File: config.mk
export PLATFORM = sky130hd
export DESIGN_NAME = booth_mul_seq_flat
export DESIGN_NICKNAME = d
export VERILOG_FILES = /design/src/rtl/booth_mul_seq_pkg.sv /design/src/rtl/booth_mul_seq_if.sv /design/src/rtl/booth_mul_seq_recode.sv /design/src/rtl/booth_mul_seq.sv /design/src/flat_wrapper.sv
export SDC_FILE = /design/constraint.sdc
export NUM_CORES = 1
export LEC_CHECK = 0
export CAP_MARGIN = 40
export CORE_MARGIN = 1.5
export CORE_UTILIZATION = 50
export DETAILED_ROUTE_END_ITERATION = 8
export DONT_BUFFER_PORTS = 1
export SLEW_MARGIN = 20
export SYNTH_ARGS = -nofsm -noshare
export SYNTH_HDL_FRONTEND = slang
export SYNTH_SLANG_ARGS = --single-unit
File: constraint.sdc
create_clock -name clk -period 8.5 [get_ports clk]
set_input_delay 2.125 -clock clk [delete_from_list [all_inputs] [get_ports clk]]
set_output_delay 2.125 -clock clk [all_outputs]
set_load 0.05 [all_outputs]
File: src/rtl/booth_mul_seq_pkg.sv
// booth_mul_seq_pkg: shared types, Booth triplet constants and helpers for the radix-4 Booth multiplier
//   state_t     : FSM states IDLE/RUN/DONE
//   TRIP_*      : 3-bit Booth triplets {q[2i+1], q[2i], q[2i-1]}
//   digit_t     : recoded digit as sign + magnitude {0,1,2}
//   num_digits  : Booth digits needed for a WIDTH-bit operand extended to WIDTH+2 bits
package booth_pkg;
   typedef enum logic [1:0] {IDLE, RUN, DONE} state_t;
   localparam logic [2:0] TRIP_P1A = 3'b001;
   localparam logic [2:0] TRIP_P1B = 3'b010;
   localparam logic [2:0] TRIP_P2  = 3'b011;
   localparam logic [2:0] TRIP_M2  = 3'b100;
   localparam logic [2:0] TRIP_M1A = 3'b101;
   localparam logic [2:0] TRIP_M1B = 3'b110;
   typedef struct packed {
      logic       neg;
      logic [1:0] mag;
   } digit_t;
   function automatic int num_digits(input int width);
      return width / 2 + 1;
   endfunction
   function automatic digit_t recode(input logic [2:0] t);
      digit_t d;
      d = '{neg: 1'b0, mag: 2'd0};
      case (t)
         TRIP_P1A, TRIP_P1B: d = '{neg: 1'b0, mag: 2'd1};
         TRIP_P2:            d = '{neg: 1'b0, mag: 2'd2};
         TRIP_M2:            d = '{neg: 1'b1, mag: 2'd2};
         TRIP_M1A, TRIP_M1B: d = '{neg: 1'b1, mag: 2'd1};
         default:            d = '{neg: 1'b0, mag: 2'd0};
      endcase
      return d;
   endfunction
endpackage

File: src/rtl/booth_mul_seq_if.sv
// booth_mul_seq_if: start/done handshake bundle between control unit (master) and multiplier (slave)
//   start, signed_mode, m, q : request and operands, driven by master
//   busy, done, product      : status and 2*WIDTH-bit result, driven by slave
interface booth_mul_seq_if #(parameter int WIDTH = 32);
   logic                 start;
   logic                 signed_mode;
   logic [WIDTH-1:0]     m;
   logic [WIDTH-1:0]     q;
   logic                 busy;
   logic                 done;
   logic [2*WIDTH-1:0]   product;
   modport master (output start, signed_mode, m, q, input busy, done, product);
   modport slave  (input start, signed_mode, m, q, output busy, done, product);
endinterface

File: src/rtl/booth_mul_seq_recode.sv
// booth_recode: combinational radix-4 Booth digit recoder producing a full-width partial product
//   trip_i  : Booth triplet {q[2i+1], q[2i], q[2i-1]}
//   m_ext_i : multiplicand already extended to WIDTH+2 bits
//   pp_o    : 0, +-M or +-2M sign-extended to the 2*WIDTH+4-bit accumulator width
module booth_recode import booth_pkg::*; #(
   parameter int WIDTH = 32
) (
   input  logic [2:0]         trip_i,
   input  logic [WIDTH+1:0]   m_ext_i,
   output logic [2*WIDTH+3:0] pp_o
);
   digit_t               d;
   logic [2*WIDTH+3:0]   m_full;
   logic [2*WIDTH+3:0]   mag_v;
   always_comb begin
      d      = recode(trip_i);
      m_full = {{(WIDTH+2){m_ext_i[WIDTH+1]}}, m_ext_i};
      mag_v  = d.mag == 2'd2 ? m_full << 1 : d.mag == 2'd1 ? m_full : '0;
      pp_o   = d.neg ? ~mag_v + 1'b1 : mag_v;
   end
endmodule

File: src/rtl/booth_mul_seq.sv
// booth_mul_seq: iterative radix-4 Booth multiplier, one digit per clock, signed or unsigned
//   clk : clock, rising edge
//   clr : synchronous active-high clear, beats start
//   bus : slave side of booth_mul_seq_if (start/operands in, busy/done/product out)
module booth_mul_seq import booth_pkg::*; #(
   parameter int WIDTH = 32
) (
   input  logic           clk,
   input  logic           clr,
   booth_mul_seq_if.slave bus
);
   localparam int N  = num_digits(WIDTH);
   localparam int CW = $clog2(N);
   localparam int AW = 2 * WIDTH + 4;
   state_t               state_q;
   logic [CW-1:0]        cnt_q;
   logic [WIDTH+1:0]     m_ext_q;
   logic [WIDTH+2:0]     q_sh_q;
   logic [AW-1:0]        acc_q;
   logic [AW-1:0]        acc_d;
   logic [AW-1:0]        pp;
   logic                 busy_q;
   logic                 done_q;
   logic [2*WIDTH-1:0]   product_q;
   logic [WIDTH+1:0]     m_ext_d;
   logic [WIDTH+1:0]     q_ext_d;
   logic                 accept;
   always_comb begin
      m_ext_d = {{2{bus.signed_mode & bus.m[WIDTH-1]}}, bus.m};
      q_ext_d = {{2{bus.signed_mode & bus.q[WIDTH-1]}}, bus.q};
      accept  = bus.start & (state_q != RUN);
      // digit i carries weight 4^i, so shift the partial product by 2*cnt
      acc_d   = acc_q + (pp << {cnt_q, 1'b0});
   end
   // q_sh_q holds {q_ext, q[-1]=0}; its low three bits are always the current triplet
   booth_recode #(.WIDTH(WIDTH)) u_recode (
      .trip_i  (q_sh_q[2:0]),
      .m_ext_i (m_ext_q),
      .pp_o    (pp)
   );
   always_ff @(posedge clk) begin
      if (clr) begin
         state_q   <= IDLE;
         cnt_q     <= '0;
         acc_q     <= '0;
         m_ext_q   <= '0;
         q_sh_q    <= '0;
         busy_q    <= 1'b0;
         done_q    <= 1'b0;
         product_q <= '0;
      end else if (accept) begin
         state_q   <= RUN;
         cnt_q     <= '0;
         acc_q     <= '0;
         m_ext_q   <= m_ext_d;
         q_sh_q    <= {q_ext_d, 1'b0};
         busy_q    <= 1'b1;
         done_q    <= 1'b0;
         product_q <= '0;
      end else if (state_q == RUN) begin
         acc_q  <= acc_d;
         cnt_q  <= cnt_q + 1'b1;
         q_sh_q <= q_sh_q >> 2;
         if (cnt_q == CW'(N - 1)) begin
            state_q   <= DONE;
            busy_q    <= 1'b0;
            done_q    <= 1'b1;
            product_q <= acc_d[2*WIDTH-1:0];
         end
      end else begin
         state_q <= IDLE;
         done_q  <= 1'b0;
      end
   end
   assign bus.busy    = busy_q;
   assign bus.done    = done_q;
   assign bus.product = product_q;
endmodule
File: src/flat_wrapper.sv
// flat-port wrapper written by rule: the top's interface ports become plain ports
module booth_mul_seq_flat import booth_pkg::*;
#(
   parameter int WIDTH = 32
)
  (clk, clr, bus_start, bus_signed_mode, bus_m, bus_q, bus_busy, bus_done, bus_product);
  booth_mul_seq_if #(.WIDTH(WIDTH)) bus_i ();
  input  logic clk;
  input  logic clr;
  input wire logic [$bits(bus_i.start)-1:0] bus_start;
  input wire logic [$bits(bus_i.signed_mode)-1:0] bus_signed_mode;
  input wire logic [$bits(bus_i.m)-1:0] bus_m;
  input wire logic [$bits(bus_i.q)-1:0] bus_q;
  output wire logic [$bits(bus_i.busy)-1:0] bus_busy;
  output wire logic [$bits(bus_i.done)-1:0] bus_done;
  output wire logic [$bits(bus_i.product)-1:0] bus_product;
  assign bus_i.start = bus_start;
  assign bus_i.signed_mode = bus_signed_mode;
  assign bus_i.m = bus_m;
  assign bus_i.q = bus_q;
  assign bus_busy = bus_i.busy;
  assign bus_done = bus_i.done;
  assign bus_product = bus_i.product;
  booth_mul_seq #(.WIDTH(WIDTH)) u_core (.clk(clk), .clr(clr), .bus(bus_i));
endmodule
* After elaboration in Yosys (flattened, before gate mapping)
Cells that the tools add are included.
** Word-level totals
- Input port bits :: 68
- Bits in registers :: 208
- Word-level logic and storage cells :: 50
- Output and inout bits :: 66
** Operators by class
- Shift-type cells :: 1
- Muxes and demuxes :: 12
- Bitwise gates (word level) :: 5
- Equality and inequality tests :: 12
- Reduce and logical (&&, ||, !) cells :: 8
- Add/sub/neg operators :: 3
** Operator list (number)
- $mux 68 :: 3
- $mux 35 :: 2
- $add 68x1->68 const B :: 1
- $add 68x68->68 :: 1
- $not 68->68 :: 1
- $shl 68x6->68 :: 1
- $pmux 3 s4 :: 1
- $eq 3x3->1 const B :: 3
- $eq 3x2->1 const B :: 2
- $mux 1 :: 6
- $reduce_or 2->1 :: 3
- $add 5x1->5 const B :: 1
- $eq 5x5->1 const B :: 1
- $eq 2x1->1 const B :: 2
- $reduce_and 2->1 :: 2
- $reduce_bool 2->1 :: 2
- $and 1x1->1 :: 3
- $eq 3x1->1 const B :: 1
- $ne 3x2->1 const B :: 1
- $reduce_or 3->1 :: 1
- $eq 2x2->1 const B :: 1
- $ne 2x1->1 const B :: 1
- $not 1->1 :: 1

* Depth between registers and ports, before layout
Gate-level depths: netlist of the first run.
- Depth after elaboration :: 11
- Depth in mapped cells :: 32
- Gate-level depth less buffers :: 26

* Modules after synthesis
A second synthesis of the first run with hierarchy kept.
** Unflattened totals
- Cells, all modules :: 2253
- Area, all modules :: 16459.5 sq um
** By module, submodules not included
- booth_mul_seq :: cells an instance 1892, sequential area each 4063.9 sq um, area an instance 14201.1 sq um, instances 1
- booth_recode :: cells an instance 361, sequential area each 0.0 sq um, area an instance 2258.4 sq um, instances 1

* Worst setup path after synthesis of the first run
OpenSTA, ideal clock, no wires.
- Path type :: reg-to-reg
- From :: reg u_core.q_sh_q[1]
- To :: reg u_core.product_q[63] (netlist: u_core.bus.product[63])
- Cell stages (with the launch flop) :: 33
- Data arrival time :: 6.503 ns
- Path slack :: 1.877 ns
- Required time :: 8.380 ns
- Path buffers :: 6
- Library setup time :: 0.120 ns
- Cells stage by stage :: dfxtp_1 > buf_6 > nor2b_1 > clkbuf_1 > buf_1 > clkbuf_1 > nand2_1 > a31o_2 > ha_1 > inv_1 > a21oi_1 > and4_1 > buf_2 > nand3_1 > o21ai_0 > a2111oi_0 > a2bb2oi_1 > mux2i_1 > nor2_1 > nor3_1 > ha_1 > clkbuf_1 > a21o_1 > a21o_1 > o41a_1 > nor4_1 > a2bb2oi_1 > a31o_2 > a211oi_1 > o31a_1 > nor4_1 > o21a_1 > a211o_1
** On the way
- Cells in the longest elaborated chain, start to end :: 11
- Elaborated cells between the ends (all ways) :: 18
- Classes of those cells :: 2 x add/sub; 8 x eq/ne; 1 x shift; 4 x mux; 1 x bitwise; 2 x reduce/logical
** RTL lines
- start, declared :: line booth_mul_seq.sv:18 : logic [WIDTH+2:0] q_sh_q;
- start signal, assigned :: line booth_mul_seq.sv:56 : q_sh_q <= {q_ext_d, 1'b0};
- start signal, assigned :: line booth_mul_seq.sv:63 : q_sh_q <= q_sh_q >> 2;
- $eq 3x3->1 (tied with other cells) :: line booth_mul_seq_pkg.sv:24 : case (t)
- $reduce_or 2->1 :: line booth_mul_seq_pkg.sv:24
- $pmux 3 s4 (*) :: line booth_mul_seq_pkg.sv:24
- $eq 2x1->1 :: line booth_mul_seq_recode.sv:18 : mag_v = d.mag == 2'd2 ? m_full << 1 : d.mag == 2'd1 ? m_full : '0;
- $mux 68 (2 in series) :: line booth_mul_seq_recode.sv:18
- $not 68->68 :: line booth_mul_seq_recode.sv:19 : pp_o = d.neg ? ~mag_v + 1'b1 : mag_v;
- $add 68x1->68 :: line booth_mul_seq_recode.sv:19
- $mux 68 (*) :: line booth_mul_seq_recode.sv:19
- $shl 68x6->68 (*) :: line booth_mul_seq.sv:33 : acc_d = acc_q + (pp << {cnt_q, 1'b0});
- $add 68x68->68 (*) :: line booth_mul_seq.sv:33
- end signal, assigned :: line booth_mul_seq.sv:68 : product_q <= acc_d[2*WIDTH-1:0];
- end, declared :: line booth_mul_seq.sv:24 : logic [2*WIDTH-1:0] product_q;
Mark *: on every way between the ends. The rest lies on a longest branch, timed or not.
A chain may end at the register's enable or synchronous reset.

* Worst setup path in the final report of the first run
Same ends and word-level chain as after synthesis.

==> results.cfg, run 1 <==
[cts]
cts_tree = built
clockBufferDepth = 3
h-tree-depth = 1
cts_buffers = 24
clk_latency_ns = 0.57
hold_buffers = 0
clock-root-buffer = clkbuf_16
clock-sinks = 203
path_clk_slew_ns = 0.07

[critical_path]
crit_required_ns = 8.95
cp_slowest_cell = dfxtp_2
cp.arrival_ns = 8.32
cp.depth = 24
startpoint_type = flip-flop
path_cells = buf_4 > nor2b_1 > or4_1 > a31o_1 > or4_1 > o311ai_0 > a21oi_1 > a311oi_1 > mux2i_1 > o22ai_1 > o22a_1 > nor2_1 > ha_1 > a21oi_1 > nor3b_1 > o41a_1 > nor4_1 > a2bb2oi_1 > a31o_2 > a211oi_1 > o31a_1 > nor4_1 > o21a_1 > a211o_1
critPathBufInv = 1
r2r_cells = 24
crit_type = reg -> reg
cp-end-kind = flip-flop
cp_max_fo = 37
max_stage_delay_ns = 0.66
cp_top_family = compound AO/OA/AOI/OAI gates

[timing]
fin_crit_ns = 7.87
worstMarginPinSlew_ns = 0.855
finalSetupViolCount = 0
maxSlewHeadroom_pct = 42.5
fin_tns_setup_ns = 0
timing.final.crit_share_pct = 92.6
hold_slack_ns = 0.460
fin_worst_skew_ns = 0.0149
max_freq_ghz = 0.127
hold_viol = 0
rsz0062_at_grt = false
slew_violations = 0

[routing]
viasPerCell = 6.48
drc_errors = 0
top_layer = met5
drt_iter0_drc = 1944
avgRoutedWirePerCell_um = 21.6
first_pass_iters = 6
vias = 17069
drt-total-wl_um = 56900
wl_met1_um = 26000
wl_met2_um = 24100
ant_nets = 0
met3_length_um = 5100

[power_and_ir_drop]
ir_worst_vdd_mv = 0.159
p_leak_uw = 0.00693
switching_share_pct = 37.9
pwr-share-comb_pct = 33.3
p_int_uw = 1970
powerDensity_nw_per_um2 = 180
pwr-share-seq_pct = 32.6
p_sw_uw = 1210
finalPower_uw = 3180
power.share.clock_pct = 34.1

[synthesis]
syn-num-nets = 2434
synth_top_area_share_pct = 24.4
synth_ff_type = dfxtp_1
synth_warnings = 0
synth_cells = 2299
synth_top_area_cell = dfxtp_1
ys_types = 89
ys_ff_latch = 203
synth.most_common_cell = nand2_1
synth.area.top_cells = dfxtp_1, nand2_1, a21oi_1, ha_1, mux2i_1
syn-cell-area_um2 = 16600
synth_edf_count = 0
synth.avg_cell_area_um2 = 7.23
ys_seq_area_share_pct = 24.4
synth-async-reset-ratio_pct = 0
ys_top_cells_by_count = nand2_1, a21oi_1, dfxtp_1, nor2_1, clkbuf_1

[min_path]
min_path_cells = 2
min-delay-path-class = reg -> reg

[job]
drv_cap = 0

[floorplan]
rows = 66
core-area_um2 = 32600
initial_utilization_pct = 51.0
die_area_um2 = 34400
fp.dieH_um = 185
die_w_um = 185
io_pins = 134

[global_route]
grt_pass1_wl_um = 88000
grt_overflow = 0
first_global_vias = 15427
antenna_found_initial = 2
grt_max_degree = 78
grt_usage_pct = 32.6

[finish]
diodes = 0
multiInputGateArea_um2 = 11700
post-route-util_pct = 54.1
fillers = 3201
nNetsFinal = 2309
regArea_um2 = 4070
area_growth_pct = 6.06
layout-drive-gt1-share_pct = 6.66
instances_no_fill = 2634

[placement]
io_buffer_count = 0
gp_congestion = 0.971
place.detailed.hpwl_um = 42100
dp_cells = 2587

[status]
status = completed
kinds of logic after synthesis:
logic type	count (synthesis)	share of synthesized area [%]
AOI/OAI and AO/OA	777	31.0
xor gates and xnor gates	77	4.10
adders and majority gates	67	5.09
buffers and inverters	229	5.43
DFF	203	24.4
muxes	107	7.33
and+or+nand+nor	839	22.7
cell type report:
class,instances,area share (%)
inverter,40,0.851
tap,442,3.14
timing repair buffer,38,1.77
clock inverter,17,1.08
clock buffer,27,3.64
sequential,203,23.1
multi-input combinational,1867,66.5
worst paths after layout:
| kind | slack [ns] | end | start |
|---|---|---|---|
| hold / removal | 0.46 | u_core.acc_q[7] | u_core.acc_q[7] |
| hold reg to reg | 0.46 | u_core.acc_q[7] | u_core.acc_q[7] |
| setup reg to reg | 0.63 | u_core.bus.product[63] | u_core.q_sh_q[1] |
| setup / recovery | 0.63 | u_core.bus.product[63] | u_core.q_sh_q[1] |
placed cells by master (no fill, tap or decap), types with 23 or more instances in the layout:
cell / instances
nand2_1: 397
a21oi_1: 256
dfxtp_1: 200
nor2_1: 198
o21ai_0: 100
mux2i_1: 76
a211oi_1: 71
ha_1: 66
a21o_1: 57
xnor2_1: 50
nand3_1: 43
inv_1: 38
buf_4: 31
a31oi_1: 29
nor3_1: 28
xor2_1: 26
clkbuf_16: 24
a221o_1: 23
worst register-to-register path, cell delays in order, from the launching register on:
cell and delay (ns):
dfxtp_2 0.66, buf_4 0.46, nor2b_1 0.13, or4_1 0.50, a31o_1 0.27, or4_1 0.58
o311ai_0 0.39, a21oi_1 0.12, a311oi_1 0.60, mux2i_1 0.22, o22ai_1 0.35, o22a_1 0.24
nor2_1 0.05, ha_1 0.43, a21oi_1 0.27, nor3b_1 0.09, o41a_1 0.34, nor4_1 0.25
a2bb2oi_1 0.21, a31o_2 0.39, a211oi_1 0.43, o31a_1 0.31, nor4_1 0.07, o21a_1 0.20
a211o_1 0.22
registers in the layout, summed over array words and instances (netlist names):
name                cells
u_core.acc_q           64
u_core.bus.busy         1
u_core.bus.done         1
u_core.bus.product     64
u_core.cnt_q            5
u_core.m_ext_q         33
u_core.q_sh_q          34
u_core.state_q          1
per-stage QoR:
stage,setup slack (ns),instance area (um2)
after global placement,0.482,16700
after CTS,0.343,17600
after floorplan,1.88,16600
after detailed placement,0.374,16800
after global routing,0.183,17600
final,0.633,17600
power by group through the flow:
| stage | combinational, uW | sequential [uW] | clock, uW |
|---|---|---|---|
| after floorplan | 774 | 1030 | 0 |
| after global placement | 1010 | 1060 | 0 |
| after detailed placement | 1020 | 1060 | 0 |
| after CTS | 1030 | 1040 | 1110 |
| after global routing | 1140 | 1040 | 1140 |
| final | 1060 | 1040 | 1080 |
repair_timing:
item | in CTS | in global routing
buffers inserted | 0 | 0
gates resized for setup | 0 | 4
endpoints found under the setup margin | 0 | 12
routing by layer:
layer  up-vias  global-route usage (%)
met1      8080                    47.1
met4         4                    9.33
met3       115                    6.78
li1       8163                       -
met5         -                       0
met2       707                    48.4
(Power assumes the default switching activity.)
==> run 2: changes to the inputs <==
--- a/config.mk
+++ b/config.mk
@@ -8,8 +8,10 @@
 export CAP_MARGIN = 40
 export CORE_MARGIN = 1.5
 export CORE_UTILIZATION = 50
+export CTS_CLUSTER_SIZE = 24
 export DETAILED_ROUTE_END_ITERATION = 8
 export DONT_BUFFER_PORTS = 1
+export GPL_ROUTABILITY_DRIVEN = 0
 export SLEW_MARGIN = 20
 export SYNTH_ARGS = -nofsm -noshare
 export SYNTH_HDL_FRONTEND = slang
==> results.cfg, run 2 (same netlist as run 1, synthesis figures left out) <==
[routing]
drc_errors = 0
ant_nets = 0
drt-total-wl_um = 54000
drt_iter0_drc = 1983
vias = 16923
viasPerCell = 6.44
first_pass_iters = 6
avgRoutedWirePerCell_um = 20.5

[timing]
fin_crit_ns = 8.06
maxSlewHeadroom_pct = 41.4
fin_worst_skew_ns = 0.0149
hold_slack_ns = 0.462
rsz0062_at_grt = false
fin_tns_setup_ns = 0
worstMarginPinSlew_ns = 0.857
hold_viol = 0
finalSetupViolCount = 0
max_freq_ghz = 0.124
timing.final.crit_share_pct = 94.8
slew_violations = 0

[finish]
layout_commonest_cell = nand2_1
diodes = 0
layout_common_cells = nand2_1, a21oi_1, dfxtp_1, nor2_1, o21ai_0
multiInputGateArea_um2 = 11700
fillers = 3194
nNetsFinal = 2304
regArea_um2 = 4070
layout-drive-gt1-share_pct = 5.99
area_growth_pct = 5.52

[cts]
cts_tree = built
clock-sinks = 203
post-cts-setup-buffers = 0
cts_buffers = 24
clk_latency_ns = 0.56
path_clk_slew_ns = 0.06
h-tree-depth = 1
clockBufferDepth = 3
clock-root-buffer = clkbuf_16

[global_route]
grt_overflow = 0
grt_max_degree = 78
grt_pass1_wl_um = 85200
first_global_vias = 15417
grt_usage_pct = 31.1
antenna_found_initial = 0

[critical_path]
startpoint_type = flip-flop
cp_max_fo = 22
cp.arrival_ns = 8.50
crit_required_ns = 8.94
cp-end-kind = flip-flop
r2r_cells = 26
r2r_end = u_core.bus.product[63]
r2r_start = u_core.q_sh_q[2]
crit_type = reg -> reg
r2r_slack_ns = 0.44

[floorplan]
die_area_um2 = 34400
initial_utilization_pct = 51.0
core-area_um2 = 32600
io_pins = 134
die_w_um = 185
rows = 66
fp.dieH_um = 185

[power_and_ir_drop]
p_int_uw = 1970
p_leak_uw = 0.00685
pwr-share-seq_pct = 32.9
p_sw_uw = 1170
ir_worst_vdd_mv = 0.144
power.share.clock_pct = 33.6
switching_share_pct = 37.3
pwr-share-comb_pct = 33.4
powerDensity_nw_per_um2 = 179

[min_path]
hold_start = u_core.acc_q[7]
hold_end = u_core.acc_q[7]
min_path_cells = 2
min-delay-path-class = reg -> reg

[placement]
io_buffer_count = 0
place.detailed.hpwl_um = 40000

[status]
status = completed

[job]
drv_cap = 0
-- run 2: layout make-up --
cell class,instances,share of cell area (%)
inverters,40,0.855
well taps,442,3.15
flip-flops and latches,203,23.2
clock inverters,8,0.727
multi-input cells,1867,66.7
repair buffers,33,1.55
clock buffers,35,3.83
-- run 2: timing repair --
item / CTS / global route
setup endpoints to repair: 0 / 12
hold buffers: 0 / 0
gates resized for setup: 0 / 2
-- run 2: per-stage QoR --
step / power (uW) / utilization (%) / area (um2) / setup slack [ns] / instances
6_report: 3140 / 53.8 / 17600 / 0.440 / 2628
5_1_grt: 3290 / 53.8 / 17600 / 0.0228 / 2628
4_1_cts: 3130 / 53.7 / 17500 / 0.463 / 2626
3_5_place_dp: 2060 / 51.3 / 16700 / 0.498 / 2583
3_3_place_gp: 2050 / 51.1 / 16700 / 0.615 / 2580
2_1_floorplan: 1810 / - / 16600 / 1.88 / 2299
-- run 2: worst max-delay path by stage --
stage,startpoint,endpoint,cells after the start
after detailed placement,u_core.q_sh_q[0],u_core.acc_q[56],23
after global routing,u_core.q_sh_q[2],u_core.bus.product[63],26
after CTS,u_core.q_sh_q[2],u_core.acc_q[56],25
after global placement,u_core.q_sh_q[2],u_core.bus.product[63],23
after floorplan,u_core.q_sh_q[1],u_core.bus.product[63],32
final,u_core.q_sh_q[2],u_core.bus.product[63],26
-- run 2: routing by layer --
layer	global-route usage (%)	part of all wire (%)
met2	47.4	43
met3	7.67	9.1
met4	8.75	2.9
met1	43.2	45
met5	0	0
-- run 2: power groups by stage --
stage	Sequential [uW]	Combinational (uW)	Clock, uW
2_1_floorplan	1030	774	0
3_3_place_gp	1050	1000	0
3_5_place_dp	1050	1010	0
4_1_cts	1030	1020	1080
5_1_grt	1040	1130	1120
6_report	1030	1050	1060
-- run 2: worst max-delay path, stage by stage, from the launching register on --
cell,delay (ns)
dfxtp_1,0.76
nor2b_1,0.19
a211oi_1,0.28
a31o_2,0.14
ha_1,0.18
inv_1,0.09
a21oi_1,0.23
nand4_1,0.59
o21ai_1,0.40
o21ai_0,0.15
a2111oi_2,0.67
a2bb2oi_1,0.25
mux2i_1,0.26
nor2_1,0.06
nor3_1,0.24
ha_1,0.37
a21o_1,0.22
a21o_1,0.20
o41a_1,0.40
nor4_1,0.31
a2bb2oi_1,0.25
a31o_2,0.40
a211oi_1,0.49
o31a_1,0.31
nor4_1,0.08
o21a_1,0.21
a211o_1,0.21
==> run 3: changes to the inputs <==
--- a/config.mk
+++ b/config.mk
@@ -12,6 +12,7 @@
 export DETAILED_ROUTE_END_ITERATION = 8
 export DONT_BUFFER_PORTS = 1
 export GPL_ROUTABILITY_DRIVEN = 0
+export SKIP_CTS_REPAIR_TIMING = 1
 export SLEW_MARGIN = 20
 export SYNTH_ARGS = -nofsm -noshare
 export SYNTH_HDL_FRONTEND = slang
==> results of run 3 <==
The final DEF is identical to that of run 2; final timing and power are the same.
